File: src/rtl/fifo_pkg.sv
// Shared constants and sizing helpers for the single-clock register FIFO family.
package fifo_pkg;

   localparam int unsigned ERR_STICKY_FULL = 0;
   localparam int unsigned ERR_STICKY      = 1;
   localparam int unsigned ERR_DYNAMIC     = 2;

   // rst_mode bit0 set means reset leaves the storage array untouched.
   localparam int unsigned RST_KEEP_MEM_BIT = 0;
   localparam int unsigned RST_ASYNC_BIT    = 1;

   function automatic int unsigned cnt_width(input int unsigned d);
      return $clog2(d + 1);
   endfunction

   function automatic int unsigned ptr_width(input int unsigned d);
      return (d > 1) ? $clog2(d) : 1;
   endfunction

endpackage

File: src/rtl/fifo_s1_sf_ctl.sv
// FIFO control: pointers, occupancy count, status flag decode and error tracking.
module fifo_s1_sf_ctl
   import fifo_pkg::*;
#(
   parameter int unsigned depth    = 4,
   parameter int unsigned ae_level = 1,
   parameter int unsigned af_level = 1,
   parameter int unsigned err_mode = 0,
   localparam int unsigned AW      = ptr_width(depth),
   localparam int unsigned CW      = cnt_width(depth)
) (
   input  logic          clock,
   input  logic          reset,
   input  logic          push_req_n_i,
   input  logic          pop_req_n_i,
   input  logic          diag_n_i,
   output logic          we_o,
   output logic [AW-1:0] wr_addr_o,
   output logic [AW-1:0] rd_addr_o,
   output logic          empty_o,
   output logic          almost_empty_o,
   output logic          half_full_o,
   output logic          almost_full_o,
   output logic          full_o,
   output logic          error_o
);

   localparam logic [AW-1:0] PtrLast = AW'(depth - 1);
   localparam bit            Sticky  = (err_mode == ERR_STICKY_FULL) || (err_mode == ERR_STICKY);

   logic [AW-1:0] wr_ptr_q, wr_ptr_d;
   logic [AW-1:0] rd_ptr_q, rd_ptr_d;
   logic [CW-1:0] count_q, count_d;
   logic          error_q, error_d;
   logic          push_ok, pop_ok, err_ev, diag_clr;

   // Flags decode straight from the registered count.
   assign empty_o        = (count_q == '0);
   assign almost_empty_o = (count_q <= CW'(ae_level));
   assign half_full_o    = (count_q >= CW'((depth + 1) / 2));
   assign almost_full_o  = (count_q >= CW'(depth - af_level));
   assign full_o         = (count_q == CW'(depth));
   assign error_o        = error_q;
   assign wr_addr_o      = wr_ptr_q;
   assign rd_addr_o      = rd_ptr_q;

   always_comb begin
      push_ok  = 1'b0;
      pop_ok   = 1'b0;
      err_ev   = 1'b0;
      diag_clr = 1'b0;
      wr_ptr_d = wr_ptr_q;
      rd_ptr_d = rd_ptr_q;
      count_d  = count_q;
      error_d  = error_q;
      we_o     = 1'b0;

      // A pop on a full FIFO frees the slot the simultaneous push needs.
      push_ok  = ~push_req_n_i & (~full_o | ~pop_req_n_i);
      pop_ok   = ~pop_req_n_i & ~empty_o;
      err_ev   = (~push_req_n_i & full_o & pop_req_n_i) | (~pop_req_n_i & empty_o);
      diag_clr = (err_mode == ERR_STICKY_FULL) && !diag_n_i;

      if (diag_clr) begin
         wr_ptr_d = '0;
         rd_ptr_d = '0;
         count_d  = '0;
      end else begin
         if (push_ok) wr_ptr_d = (wr_ptr_q == PtrLast) ? '0 : wr_ptr_q + AW'(1);
         if (pop_ok)  rd_ptr_d = (rd_ptr_q == PtrLast) ? '0 : rd_ptr_q + AW'(1);
         case ({push_ok, pop_ok})
            2'b10:   count_d = count_q + CW'(1);
            2'b01:   count_d = count_q - CW'(1);
            default: count_d = count_q;
         endcase
      end

      error_d = Sticky ? (error_q | err_ev) : err_ev;
      we_o    = push_ok & ~diag_clr & ~reset;
   end

   always_ff @(posedge clock) begin
      if (reset) begin
         wr_ptr_q <= '0;
         rd_ptr_q <= '0;
         count_q  <= '0;
         error_q  <= 1'b0;
      end else begin
         wr_ptr_q <= wr_ptr_d;
         rd_ptr_q <= rd_ptr_d;
         count_q  <= count_d;
         error_q  <= error_d;
      end
   end

endmodule

File: src/rtl/fifo_s1_sf.sv
// Single-clock show-ahead FIFO: register storage array plus read mux around the control block.
module fifo_s1_sf
   import fifo_pkg::*;
#(
   parameter int unsigned width    = 8,
   parameter int unsigned depth    = 4,
   parameter int unsigned ae_level = 1,
   parameter int unsigned af_level = 1,
   parameter int unsigned err_mode = 0,
   parameter int unsigned rst_mode = 0
) (
   input  logic             clock,
   input  logic             reset,
   input  logic             push_req_n,
   input  logic             pop_req_n,
   input  logic             diag_n,
   input  logic [width-1:0] data_in,
   output logic             empty,
   output logic             almost_empty,
   output logic             half_full,
   output logic             almost_full,
   output logic             full,
   output logic             error,
   output logic [width-1:0] data_out
);

   localparam int unsigned AW     = ptr_width(depth);
   localparam bit          ClrMem = ((rst_mode >> RST_KEEP_MEM_BIT) & 1) == 0;

   logic             we;
   logic [AW-1:0]    wr_addr, rd_addr;
   logic [width-1:0] mem_q [depth];

   fifo_s1_sf_ctl #(
      .depth    (depth),
      .ae_level (ae_level),
      .af_level (af_level),
      .err_mode (err_mode)
   ) u_ctl (
      .clock          (clock),
      .reset          (reset),
      .push_req_n_i   (push_req_n),
      .pop_req_n_i    (pop_req_n),
      .diag_n_i       (diag_n),
      .we_o           (we),
      .wr_addr_o      (wr_addr),
      .rd_addr_o      (rd_addr),
      .empty_o        (empty),
      .almost_empty_o (almost_empty),
      .half_full_o    (half_full),
      .almost_full_o  (almost_full),
      .full_o         (full),
      .error_o        (error)
   );

   generate
      if (ClrMem) begin : g_mem_clr
         always_ff @(posedge clock) begin
            if (reset) begin
               for (int i = 0; i < int'(depth); i++) mem_q[i] <= '0;
            end else if (we) begin
               mem_q[wr_addr] <= data_in;
            end
         end
      end else begin : g_mem_keep
         always_ff @(posedge clock) begin
            if (we) mem_q[wr_addr] <= data_in;
         end
      end
   endgenerate

   assign data_out = mem_q[rd_addr];

endmodule

File: config.mk
export PLATFORM = sky130hd
export DESIGN_NAME = fifo_s1_sf
export DESIGN_NICKNAME = d
export VERILOG_FILES = /design/src/rtl/fifo_pkg.sv /design/src/rtl/fifo_s1_sf_ctl.sv /design/src/rtl/fifo_s1_sf.sv
export SDC_FILE = /design/constraint.sdc
export NUM_CORES = 1
export LEC_CHECK = 0
export BUFFER_PORTS_ARGS = -buffer_cell sky130_fd_sc_hd__buf_2
export CAP_MARGIN = 20
export CORE_ASPECT_RATIO = 0.8
export CORE_MARGIN = 2
export CORE_UTILIZATION = 40
export CTS_CLUSTER_DIAMETER = 30
export DETAILED_ROUTE_END_ITERATION = 10
export GPL_TIMING_DRIVEN = 0
export SKIP_LAST_GASP = 1
export SLEW_MARGIN = 20
export SYNTH_ARGS = -nofsm -noshare
export SYNTH_HDL_FRONTEND = slang
export SYNTH_SLANG_ARGS = --single-unit
File: constraint.sdc
create_clock -name clock -period 2.55 [get_ports clock]
set_input_delay 0.765 -clock clock [delete_from_list [all_inputs] [get_ports clock]]
set_output_delay 0.765 -clock clock [all_outputs]
set_load 0.01 [all_outputs]
==> results.txt <==
The run finished with clean final reports. The DRC violation count after routing came out at 0. The actual transition at the worst max-transition pin came out at 0.531 ns. Setup violations remaining at the end of the flow were counted as 0. The final worst-path cycle share was 0.932. Portion of total power attributed to the clock network: 0.361.

In this run, post-CTS hold repair placed 0 buffers. The top cell type's share of synthesized area was 0.473; the number of nets still failing antenna checks after routing was 0. The area of all placed cells without fillers was 0.00235 mm². The run gives 2680 µm as the HPWL after detailed placement. Synthesis inferred 42 register bits. The number of antenna violations at the first check in global routing came out at 0. Once the clock tree was built, the setup fixing pass inserted 0 buffers. The final route contains 1,229 vias. The antenna diode count came out at 0. The share of post-route cells with drive strength above 1 is 0.279. Compared with the post-synthesis result, the final layout area differs by 15.6%.

The run gives 0 as the max-slew violation count. The tools report the capturing element type of the critical path as an output port. The number of resized instances in the post-cts repair step was 0. The tools report the starting density of the core as 0.410. The first-pass GRT wire length is 6200 µm, and the final sum of negative setup slack is 0 ns.

Internal power comes to 1.12 mW. The floorplan step defined a die boundary enclosing 0.00567 mm². Number of nets produced by synthesis: 171.

Across the run, the number of max-cap violations was 0. The number of clock buffers inserted by TritonCTS is 5. In this run the cell area of the synthesized design comes to 0.00203 mm².

Power spread over the standard cell area amounts to 618 mW/mm². VDD sags by at most 0.199 mV. STA classifies the critical path startpoint as a flip-flop.

The mean instance size in the synthesized netlist was 13.6 µm²; the data arrival time of the worst path was 1.61 ns. The synthesized design spends more area on one cell type than any other, namely sky130_fd_sc_hd__edfxtp_1. Setup repair after global routing left no endpoint under its margin.

The sequential share of power came out at 0.536. The power after layout came out at 1.45 mW. The total leakage power is 0.947 nW.

Sorting the synthesized cells by area gives the leading types as sky130_fd_sc_hd__edfxtp_1 (47%), sky130_fd_sc_hd__and2_1 (10%), sky130_fd_sc_hd__dfxtp_1 (9.9%), sky130_fd_sc_hd__mux4_2 (8.9%), sky130_fd_sc_hd__ha_1 (5.5%). The peak clock frequency supported by timing was 421 MHz; the fraction of registers with async set/reset was 0. The total area inside the core boundary comes to 0.00495 mm². The number of global-route vias before repair came out at 1,227. Leftover overflow at the end of global routing: 0. Routability-driven placement finished with a final weighted congestion of 0.779. The tools report the total of warnings raised by yosys as 0. The top flip-flop cell by instance count after synthesis is sky130_fd_sc_hd__edfxtp_1.

The maximum number of pins on one net before global-route repair came out at 14. The die is 67.7 µm tall. Clock tree synthesis selected as its root buffer the cell sky130_fd_sc_hd__clkbuf_8. The tools report the number of rows created at floorplan as 23. Summed over all layers, the routed wires come to 3800 µm. The H-tree depth is 2, and the number of enable flip-flop cells after synthesis is 32. The tools report the number of nets in the layout as 204.

By startpoint and endpoint, the worst setup path is classified as flip-flop to output port. The clock passes through at most 2 buffers. The insertion delay of the later-clocked pin in the worst-skew pair is 0.30 ns, and the average wire per standard cell is 15.5 µm. For the final number of hold-violating endpoints, the log shows 0. Before antenna repair, the detailed router went through 4 iterations.

Fill cell instance count of the final layout: 472. The commonest cells after synthesis are sky130_fd_sc_hd__and2_1 (33), sky130_fd_sc_hd__edfxtp_1 (32), sky130_fd_sc_hd__dfxtp_1 (10), sky130_fd_sc_hd__nor2_1 (10), sky130_fd_sc_hd__ha_1 (9). The count of input and output buffers is 26, and the worst clock skew on the final layout is 0.00371 ns. In this run the worst hold path is classified as flip-flop to flip-flop. Using the TritonRoute via totals, the vias-per-cell ratio works out to 5.02. Counting distinct cell types in the post-synthesis netlist gives 30. The all-layer global routing usage is 0.149, and the boundary pin count is 27. From left edge to right edge, the die measures 83.7 µm. The clock-pin slew reported for the worst setup and hold paths after clock tree synthesis is 0.08 ns. At the worst endpoint, the required time is 1.79 ns. In this run the cell area measured after placement is 0.00224 mm². After layout, the minimum clock period comes to 2.38 ns. The switching share of total power was 0.226; the switching power summed over all nets was 0.328 mW. The logs give 42 for the CTS sink count and 0.572 for the sequential element share of the synthesized area. The most common cell in the synthesized netlist is sky130_fd_sc_hd__and2_1.

The tightest slew margin relative to the limit came out at 0.643. TritonCTS built the clock tree. The number of DRC violations after detailed-routing iteration 0 was 73. Along the worst path, the maximum fanout reaches 8. Part of the total power dissipated in combinational logic: 0.103. Counting every instance in the synthesized netlist gives 149.
[critical path, stage by stage (launching register included)]
cell and delay [ns]:
sky130_fd_sc_hd__dfxtp_1 0.32, sky130_fd_sc_hd__buf_2 0.28, sky130_fd_sc_hd__mux4_2 0.56, sky130_fd_sc_hd__buf_2 0.16
[worst paths after layout]
| kind | endpoint | start | slack, ns | cells after the start |
|---|---|---|---|---|
| worst max register to register | mem_q[2][7] | u_ctl.count_q[0] | 0.25 | 6 |
| worst min register to register | u_ctl.error_o | u_ctl.error_o | 0.44 | 2 |
| worst max-delay path | data_out[3] | flip-flop | 0.17 | 3 |
| worst min-delay path | u_ctl.error_o | u_ctl.error_o | 0.44 | 2 |
[cells by family after synthesis]
logic type	count (synthesis)	synth area share
and+or+nand+nor	61	0.200
DFF	42	0.572
buffers and inverters	10	0.0240
muxes	9	0.0937
AOI/OAI and AO/OA	16	0.0462
adders and majority gates	9	0.0555
xor gates and xnor gates	2	0.00863
[flip-flops by register name, indices dropped and copies added (netlist names), named ones only]
signal	cells
mem_q	32
u_ctl.count_q	3
u_ctl.rd_addr_o	2
u_ctl.wr_addr_o	2
u_ctl.error_o	1
[per-layer routing]
| layer | track usage | vias to the layer above | wire length [µm] |
|---|---|---|---|
| met4 | 0.0484 | 0 | 46 |
| met2 | 0.251 | 19 | 1900 |
| li1 | - | 602 | - |
| met3 | 0.0513 | 6 | 170 |
| met1 | 0.183 | 602 | 1680 |
| met5 | 0 | - | 0 |
[power groups by stage]
stage	combinational [mW]	sequential (mW)	clock (mW)
global placement	0.146	0.791	0
global route	0.167	0.782	0.559
finish	0.149	0.778	0.524
floorplan	0.0947	0.791	0
detailed placement	0.151	0.794	0
CTS	0.152	0.779	0.534
[metrics by stage]
| stage | instances | hold WS, ns | setup WS [ns] | util |
|---|---|---|---|---|
| final | 245 | 0.444 | 0.173 | 0.474 |
| after detailed placement | 237 | 0.439 | 0.0918 | 0.452 |
| after global placement | 237 | 0.432 | 0.100 | 0.452 |
| after floorplan | 149 | 0.463 | 0.607 | - |
| after CTS | 245 | 0.450 | 0.135 | 0.474 |
| after global routing | 245 | 0.469 | 0.0194 | 0.474 |
[final cells by class]
type / instances / area, µm² / area share
flip-flops and latches: 42 / 1160 / 0.494
multi-input cells: 97 / 821 / 0.349
repair buffers: 26 / 130 / 0.0554
well taps: 62 / 77.6 / 0.0330
clock buffers: 6 / 72.6 / 0.0309
clock inverters: 2 / 37.5 / 0.0160
plain buffers: 5 / 30.0 / 0.0128
inverters: 5 / 18.8 / 0.00799
[cells in the final DEF (no fill, tap or decap), drive strengths merged, types with 2 or more instances in the layout]
cell     n
and2    33
edfxtp  32
buf     31
nor2    10
dfxtp   10
ha       9
mux4     8
a21oi    6
clkbuf   6
inv      5
o21ai    5
nor2b    2
nor4     2
or2      2
nand2    2
a21o     2
or3      2
and3b    2
xor2     2
No activity file was read; power rests on OpenSTA's default activity.
